[config.mk]
export PLATFORM = sky130hd
export DESIGN_NAME = dmem_arbiter
export DESIGN_NICKNAME = d
export VERILOG_FILES = /design/src/rtl/dmem_arb_pkg.sv /design/src/rtl/dmem_align_check.sv /design/src/rtl/dmem_arbiter.sv
export SDC_FILE = /design/constraint.sdc
export NUM_CORES = 1
export LEC_CHECK = 0
export ABC_AREA = 1
export ABC_CLOCK_PERIOD_IN_PS = 1800
export CAP_MARGIN = 20
export CORE_ASPECT_RATIO = 1.1
export CORE_MARGIN = 8
export CORE_UTILIZATION = 21
export CTS_BUF_LIST = sky130_fd_sc_hd__clkbuf_4 sky130_fd_sc_hd__clkbuf_8
export DETAILED_ROUTE_END_ITERATION = 12
export GPL_TIMING_DRIVEN = 0
export MAX_ROUTING_LAYER = met4
export PLACE_DENSITY = 0.82
export SLEW_MARGIN = 5
export SYNTH_ARGS = -nofsm -noshare
export SYNTH_HDL_FRONTEND = slang
export SYNTH_SLANG_ARGS = --single-unit
[constraint.sdc]
create_clock -name clk -period 1.8 [get_ports clk]
set_input_delay 0.45 -clock clk [delete_from_list [all_inputs] [get_ports clk]]
set_output_delay 0.45 -clock clk [all_outputs]
set_load 0.01 [all_outputs]
[src/rtl/dmem_arb_pkg.sv]
// dmem_arb_pkg
//   Shared definitions for the data-memory arbiter.
//   SIZE_*   : access-size codes seen on c_size/d_size/mem_size
//   port_id_e: identifies which requester owns an outstanding response
package dmem_arb_pkg;

    localparam logic [2:0] SIZE_BYTE = 3'b000;
    localparam logic [2:0] SIZE_HALF = 3'b001;
    localparam logic [2:0] SIZE_WORD = 3'b010;

    typedef enum logic {
        PORT_C = 1'b0,
        PORT_D = 1'b1
    } port_id_e;

endpackage

[src/rtl/dmem_align_check.sv]
// dmem_align_check
//   Combinational alignment check for one requester.
//   size       in  access size code (codes other than byte/half are word)
//   addr_lo    in  byte address bits [1:0]
//   misaligned out 1 when the access crosses its natural boundary
//   Only instantiated when DMEM_ARB_ALIGN_CHECK_EN is defined.
module dmem_align_check
    import dmem_arb_pkg::*;
(
    input  logic [2:0] size,
    input  logic [1:0] addr_lo,
    output logic       misaligned
);

    always_comb begin
        misaligned = 1'b0;
        if (size == SIZE_BYTE) begin
            misaligned = 1'b0;
        end else if (size == SIZE_HALF) begin
            misaligned = addr_lo[0];
        end else begin
            misaligned = (addr_lo != 2'b00);
        end
    end

endmodule

[src/rtl/dmem_arbiter.sv]
// dmem_arbiter
//   Arbitrates the single-ported data memory between the CPU load/store
//   unit (port C) and the DMA/debug port (port D). C has fixed priority;
//   a starvation counter forces a D win after STARVE_MAX consecutive losses.
//
//   clk, rst_n                 clock, synchronous active-low reset
//   {c,d}_req/we/size/addr/wdata  requester access fields
//   {c,d}_gnt                  combinational grant (accepted when req && gnt)
//   {c,d}_rvalid/rdata         load response, one cycle after acceptance
//   mem_addr/wdata/wr/size     memory drive, combinational from the winner
//   mem_rdata                  memory read data (1-cycle registered latency)
//   {c,d}_err                  misalignment error pulse, only present when
//                              DMEM_ARB_ALIGN_CHECK_EN is defined
module dmem_arbiter
    import dmem_arb_pkg::*;
#(
    parameter int AW         = 11,
    parameter int DW         = 32,
    parameter int STARVE_MAX = 4
) (
    input  logic          clk,
    input  logic          rst_n,

    input  logic          c_req,
    output logic          c_gnt,
    input  logic          c_we,
    input  logic [2:0]    c_size,
    input  logic [AW-1:0] c_addr,
    input  logic [DW-1:0] c_wdata,
    output logic          c_rvalid,
    output logic [DW-1:0] c_rdata,

    input  logic          d_req,
    output logic          d_gnt,
    input  logic          d_we,
    input  logic [2:0]    d_size,
    input  logic [AW-1:0] d_addr,
    input  logic [DW-1:0] d_wdata,
    output logic          d_rvalid,
    output logic [DW-1:0] d_rdata,

    output logic [AW-1:0] mem_addr,
    output logic [DW-1:0] mem_wdata,
    output logic          mem_wr,
    output logic [2:0]    mem_size,
    input  logic [DW-1:0] mem_rdata
`ifdef DMEM_ARB_ALIGN_CHECK_EN
    ,
    output logic          c_err,
    output logic          d_err
`endif
);

    localparam int SW = (STARVE_MAX < 1) ? 1 : $clog2(STARVE_MAX + 1);
    localparam logic [SW-1:0] STARVE_LIM = SW'(STARVE_MAX);

    logic [SW-1:0] starve_cnt_q, starve_cnt_d;
    logic          resp_pending_q, resp_pending_d;
    port_id_e      resp_owner_q, resp_owner_d;
    logic          err_pending_q, err_pending_d;

    logic starve_hit;
    logic any_gnt;
    logic acc_we;
    logic mis;

`ifdef DMEM_ARB_ALIGN_CHECK_EN
    logic c_mis, d_mis;

    dmem_align_check u_align_c (
        .size       (c_size),
        .addr_lo    (c_addr[1:0]),
        .misaligned (c_mis)
    );

    dmem_align_check u_align_d (
        .size       (d_size),
        .addr_lo    (d_addr[1:0]),
        .misaligned (d_mis)
    );
`endif

    always_comb begin
        starve_hit = d_req && (starve_cnt_q == STARVE_LIM);

        // Grants are held low during reset so nothing reaches memory.
        c_gnt = rst_n && c_req && !starve_hit;
        d_gnt = rst_n && d_req && (!c_req || starve_hit);
        any_gnt = c_gnt || d_gnt;

        // Port C drives the memory bus whenever D is not the winner,
        // including idle cycles.
        mem_addr  = d_gnt ? d_addr  : c_addr;
        mem_wdata = d_gnt ? d_wdata : c_wdata;
        mem_size  = d_gnt ? d_size  : c_size;
        acc_we    = d_gnt ? d_we    : c_we;

`ifdef DMEM_ARB_ALIGN_CHECK_EN
        mis = any_gnt && (d_gnt ? d_mis : c_mis);
`else
        mis = 1'b0;
`endif

        // A misaligned access is still granted (so the requester moves on)
        // but never touches memory; it reports through err instead.
        mem_wr         = any_gnt && acc_we && !mis;
        resp_pending_d = any_gnt && !acc_we && !mis;
        err_pending_d  = mis;
        resp_owner_d   = any_gnt ? (d_gnt ? PORT_D : PORT_C) : resp_owner_q;

        starve_cnt_d = starve_cnt_q;
        if (!d_req || d_gnt) begin
            starve_cnt_d = '0;
        end else if (c_gnt && (starve_cnt_q != STARVE_LIM)) begin
            starve_cnt_d = starve_cnt_q + SW'(1);
        end
    end

    always_ff @(posedge clk) begin
        if (!rst_n) begin
            starve_cnt_q   <= '0;
            resp_pending_q <= 1'b0;
            resp_owner_q   <= PORT_C;
            err_pending_q  <= 1'b0;
        end else begin
            starve_cnt_q   <= starve_cnt_d;
            resp_pending_q <= resp_pending_d;
            resp_owner_q   <= resp_owner_d;
            err_pending_q  <= err_pending_d;
        end
    end

    // Gating with rst_n drops a response whose cycle coincides with reset.
    always_comb begin
        c_rvalid = rst_n && resp_pending_q && (resp_owner_q == PORT_C);
        d_rvalid = rst_n && resp_pending_q && (resp_owner_q == PORT_D);
        c_rdata  = mem_rdata;
        d_rdata  = mem_rdata;
    end

`ifdef DMEM_ARB_ALIGN_CHECK_EN
    always_comb begin
        c_err = rst_n && err_pending_q && (resp_owner_q == PORT_C);
        d_err = rst_n && err_pending_q && (resp_owner_q == PORT_D);
    end
`else
    logic unused_err;
    assign unused_err = err_pending_q;
`endif

endmodule

[After elaboration in Yosys (flattened, before gate mapping)]
Cells that the tools add are included.
Storage, ports and cells
  bits in read-only memories: 0
  register bits after elaboration: 5
  memories kept: 0
  bits in writable memories: 0
  bits in latches: 0
  output and inout bits: 115
Cells by class
  equal/unequal tests: 2
  shift operators: 0
  bitwise operators: 2
  add/subtract/negate cells: 1
  reductions and logical operators: 19
  $mul: 0
  div/mod/pow operators: 0
  multiplexer cells: 5
  magnitude comparators: 0
Operators by type and width (number)
  2-to-1 mux 32 bit: 1
  logical AND 1 bit: 11
  2-to-1 mux 11 bit: 1
  zero test 1 bit: 4
  adder 3 x 1 -> 3 bit, second input constant: 1
  == test 3 bit, second input constant: 1
  logical OR 1 bit: 3
  2-to-1 mux 3 bit: 1
  != test 3 bit, second input constant: 1
  2-to-1 mux 1 bit: 2
  NOT 1 bit: 2
  OR reduction 2 bit: 1

[Longest topological paths before layout]
  depth after elaboration: 7
  mapped depth: 10
  depth with buffers taken out: 8

[Least setup slack after synthesis]
Ideal clock, no wire load.
  path type: register -> output
  start: register starve_cnt_q[0]
  end: output mem_wdata[10]
  path slack: 0.070 ns
  path buffers: 2
  stages on the path, launching flop included: 10
  arrival time: 1.280 ns
  cell sequence: dfxtp_1 -> inv_1 -> ha_1 -> nand3_2 -> nand2_2 -> nand2_2 -> buf_2 -> buf_6 -> nand2_1 -> nand2_1
Between the ends
  cells in the longest elaborated chain, start to end: 5
Ends and longest elaborated chain
  start, declared: line dmem_arbiter.sv:57  | logic [SW-1:0] starve_cnt_q, starve_cnt_d;
  start signal, assigned: line dmem_arbiter.sv:126  | starve_cnt_q <= starve_cnt_d;
  == test 3 bit: line dmem_arbiter.sv:84  | starve_hit = d_req && (starve_cnt_q == STARVE_LIM);
  logical AND 1 bit: line dmem_arbiter.sv:84
  logical OR 1 bit: line dmem_arbiter.sv:88  | d_gnt = rst_n && d_req && (!c_req || starve_hit);
  logical AND 1 bit: line dmem_arbiter.sv:88
  2-to-1 mux 32 bit: line dmem_arbiter.sv:94  | mem_wdata = d_gnt ? d_wdata : c_wdata;
  end, declared: line dmem_arbiter.sv:43  | output logic [DW-1:0] mem_wdata,
Every way passes these cells.

[Final worst setup path]
  start: register starve_cnt_q[0]
  end: output mem_wdata[13]
Same word-level chain as after synthesis.

==> metrics list <==
* Result of the run: finished with violations
* Failing checks: negative setup slack
* Switching portion of total power: between 30% and 40%
* Drt via density: 4.04
- RSZ-0062 raised after global routing: yes
* Logic pwr share: between 70 and 80%
- Cell chain of the critical path: inv_2, ha_4, nand3_4, nand2_4, nand2_8, buf_8, buf_6, buf_8, nand2_2, nand2_2, buf_6
- Non-filler cells, final: 573
- The final count of pins violating max slew came to 0.
- Summing all multi-input logic gate instances after layout gives around 800 um^2.
- In this run, the number of DRC markers left after iteration 0 of detailed routing was 30.
- Measured along the x axis, the die boundary spans ~93 um.
- Including well taps, the total number of placed cells is between 500 and 600.
- Maximum vdd ir drop: between 300 and 400 uV
* Worst Path Required: around 1400 ps
- Register area share after synthesis: ~7.2%
- For the pin with the worst max-slew slack, the measured transition is between 200 and 250 ps.
- In the global route stage, overall resource usage came out at about 17%.
- Dividing the detail-routed wire length by the instance count gives roughly 16 um.
- In this run, synthesis produced a sequential element count of 5.
- Routed metal-1 wirelength: 3.09 mm
- Counting distinct cell types in the post-synthesis netlist gives 19.
* Element type at the critical path end: primary output
- IO Port Bufs: 212
- Largest net degree at the start of global routing: 11
* Internal portion of total power: 878 uW
* Clock transition at path regs: approximately 40 ps
* Clk network pwr share: between 10% and 20%
- Sequential cell area: a little over 100 um^2
- The worst setup path is launched from a flop.
* Synth Area in Adders: under 10%
* Finished Core Util: 61.2%
* Main area contributors after synthesis: nand2_1, buf_4, dfxtp_1
- Share of final-layout standard cells stronger than drive strength 1: between 30 and 40%
- Crit path largest cell delay: about 320 ps
* Synth Flop Type: dfxtp_1
* Proportion of register bits with asynchronous set or reset after synthesis: 0%
- The later pin in the worst-skew pair is clocked with a latency of around 220 ps.
- Net switching power of the design: ~400 uW
- Count leader, synth: nand2_1
- Routability-driven placement finished with a final weighted congestion of 0.770.
- After layout, the minimum clock period comes to 2110 ps.
- Worst Path Max Fanout: 5
- Critical path data arrival time: 1660 ps
* Via count of the routed design: 2,316
- CTS max path bufs: 2
* Layout overhead on the synthesized area: 187%
* Wirelength, routed: between 9 and 10 mm
- The placed instances occupy a cell area of between 0.003 and 0.004 mm^2.
- By area, the combinational part of the netlist is dominated by simple AND/OR/NAND/NOR gates.
- After clock tree synthesis, the flow added hold-fix buffers numbering 0.
* Cell area after synthesis: 0.00138 mm^2
- Lkg Pwr: 1.99 nW
* Biggest area consumer among synthesized cells: nand2_1
* Final setup viols: 48
- Summed over all nets, wire length on met3 after detailed routing comes to ~1.2 mm.
* Period utilization: 117%
- The final layout contains between 600 and 700 nets.
* Total power of the final layout: about 1.3 mW
- Summed over all layers, the global routing overflow is 0.
- In the routed design, unresolved DRC markers number 0.
- Effective utilization at floorplan: approximately a fifth
- Vias in the first global route: roughly 2,400
- The die covers about 0.0094 mm^2.
* Avg Synthesized Cell Area: between 5 and 6 um^2
* Slowest-stage cell, CP: dfxtp_2
* Area share of the largest cell type after synthesis: ~40%
- In this run the remaining antenna-violating nets after routing total 0.
- List of most frequent post-synthesis cells: nand2_1, buf_4, inv_1, nor2_1
- In this run the core area contains 31 standard-cell rows.
* Die height: a little over 100 um
- The tree is rooted in a clkbuf_8.
- Part of the power in registers: 9.2%
- For this run, the number of Yosys warnings is 0.
- Type of the worst min-delay path: reg -> reg
- During I/O placement, the number of pins put on the boundary was ~250.
* Setup slack of the critical path after layout: -309 ps
- Summed over all nets, wire length on met2 after detailed routing comes to ~4.8 mm.
- After routing the design area is between 0.003 and 0.004 mm^2.
* Number of buffers created by CTS: 3
- Summing the areas of all and, or, nand and nor instances in the mapped netlist gives between 40 and 50% of the synthesized area.
* CTS sink cnt: 5
- The first detailed-routing pass took 4 iterations.
* Ratio of total power to cell area: 323 mW/mm^2
- In this run the tightest slew margin relative to its limit is 85.3%.
- The number of hold violations in the final report is 0.
- After filler insertion, the fill cell instance count of the layout stands at approximately 600.
- Cells after synthesis: ~260
- Global-route wire length before repair: around 13 mm
* Xor/xnor share of the synthesized area: under 10%
- CTS built an H-tree with a depth of 1.
* Synthesized-area fraction occupied by ao, oa, aoi and oai cells: 0.905%
* Clock tree from TritonCTS: done
* Diode count: 0
* Share of cell area taken by muxes after synthesis: 0%
* Core area: between 0.006 and 0.007 mm^2
* Worst clock skew: 0.433 ps
- Number of nets in the synthesized netlist: slightly below 400
* Number of antenna violations at the first check in global routing: 0
* # Max-Cap Violations: 0
* CP Class: reg -> out
- The detailed router used layers up to and including met4.
* Half-perimeter wire length of the detailed placement result: around 7.5 mm
* Highest achievable clock rate: 0.474 GHz
- Counting flops with a built-in enable in the synthesized netlist gives 0.
-- metrics by stage --
| step | setup TNS [ps] | setup slack [ps] | hold slack (ps) |
|---|---|---|---|
| final | -11940 | -309 | 524 |
| after global routing | -15170 | -368 | 581 |
| after CTS | -11950 | -310 | 530 |
| after global placement | -49480 | -1120 | 496 |
| after floorplan | 0 | 70.2 | 481 |
| after detailed placement | -49820 | -1110 | 504 |
-- per-layer routing --
layer | track usage [%] | vias up
met5 | - | -
met1 | 17.0 | 1003
met2 | 32.4 | 143
met3 | 6.93 | 4
met4 | 1.86 | 0
li1 | - | 1166
-- placed cells by master, fill, tap and decap left out --
master             n
buf_16             1
nor2_1             6
nand2_2           28
dfxtp_1            3
nand4_1            1
buf_12             1
clkbuf_8           3
ha_4               1
inv_6              1
nand2_4            6
buf_2             28
dfxtp_2            2
clkbuf_4           2
buf_4             74
clkbuf_2           1
inv_1              6
a21oi_1            1
clkdlybuf4s15_2    1
clkdlybuf4s50_1  158
ha_1               1
clkdlybuf4s15_1    1
a22oi_1            1
xnor2_1            1
dlygate4sd2_1      3
buf_8              7
inv_2              3
nand2_8            1
clkbuf_16          2
nand3_1            2
nand2_1          116
buf_6             27
nand3_4            1
xor2_1             1
-- power groups by stage --
stage | combinational, mW | clock (mW) | sequential, mW
6_report | 0.931 | 0.231 | 0.118
5_1_grt | 0.994 | 0.244 | 0.119
4_1_cts | 0.897 | 0.229 | 0.118
3_5_place_dp | 0.886 | 0 | 0.119
3_3_place_gp | 0.877 | 0 | 0.119
2_1_floorplan | 0.314 | 0 | 0.119
-- worst max-delay path: cells and delay by family (launching register included) --
kind,cells,cell delay (ps)
flops,1,320
buf+inv,5,590
fa+ha+maj,1,160
simple gates,5,360
-- cell type report --
cell class	instances	share of cell area (%)
plain buffers	73	15.2
clock buffers	4	1.23
inverters	10	1.07
multi-input cells	167	20.7
flip-flops and latches	5	2.59
well taps	82	2.59
repair buffers	232	56.6
-- final timing paths --
kind	from	endpoint	slack [ps]	depth (start not counted)
max	starve_cnt_q[0]$_SDFFE_PP0P_	mem_wdata[13]	-310	11
min	resp_owner_q$_SDFFE_PN0P_	resp_owner_q$_SDFFE_PN0P_	520	2
max reg2reg	starve_cnt_q[0]$_SDFFE_PP0P_	resp_pending_q$_SDFF_PN0_	470	10
min reg2reg	resp_owner_q$_SDFFE_PN0P_	resp_owner_q$_SDFFE_PN0P_	520	2
-- cells by family (layout without fill, tap and decap cells) --
| kind of cell | count (synthesis) | count (layout) |
|---|---|---|
| simple gates | 161 | 161 |
| buf+inv | 84 | 319 |
| compound gates | 2 | 2 |
| fa+ha+maj | 2 | 2 |
| flops | 5 | 5 |
| xor+xnor | 2 | 2 |
-- sequential cells by signal, indices dropped and copies added, names as in the netlist --
| register | flops |
|---|---|
| resp_owner_q | 1 |
| starve_cnt_q | 3 |
| resp_pending_q | 1 |
-- repair_timing --
action / in CTS / in global routing
resized for setup: 273 / 34
endpoints found under the setup margin: 51 / 49
pin swaps: 11 / 16
cloned: 2 / 2
setup buffers: 13 / 3
No activity file was read; power rests on OpenSTA's default activity.
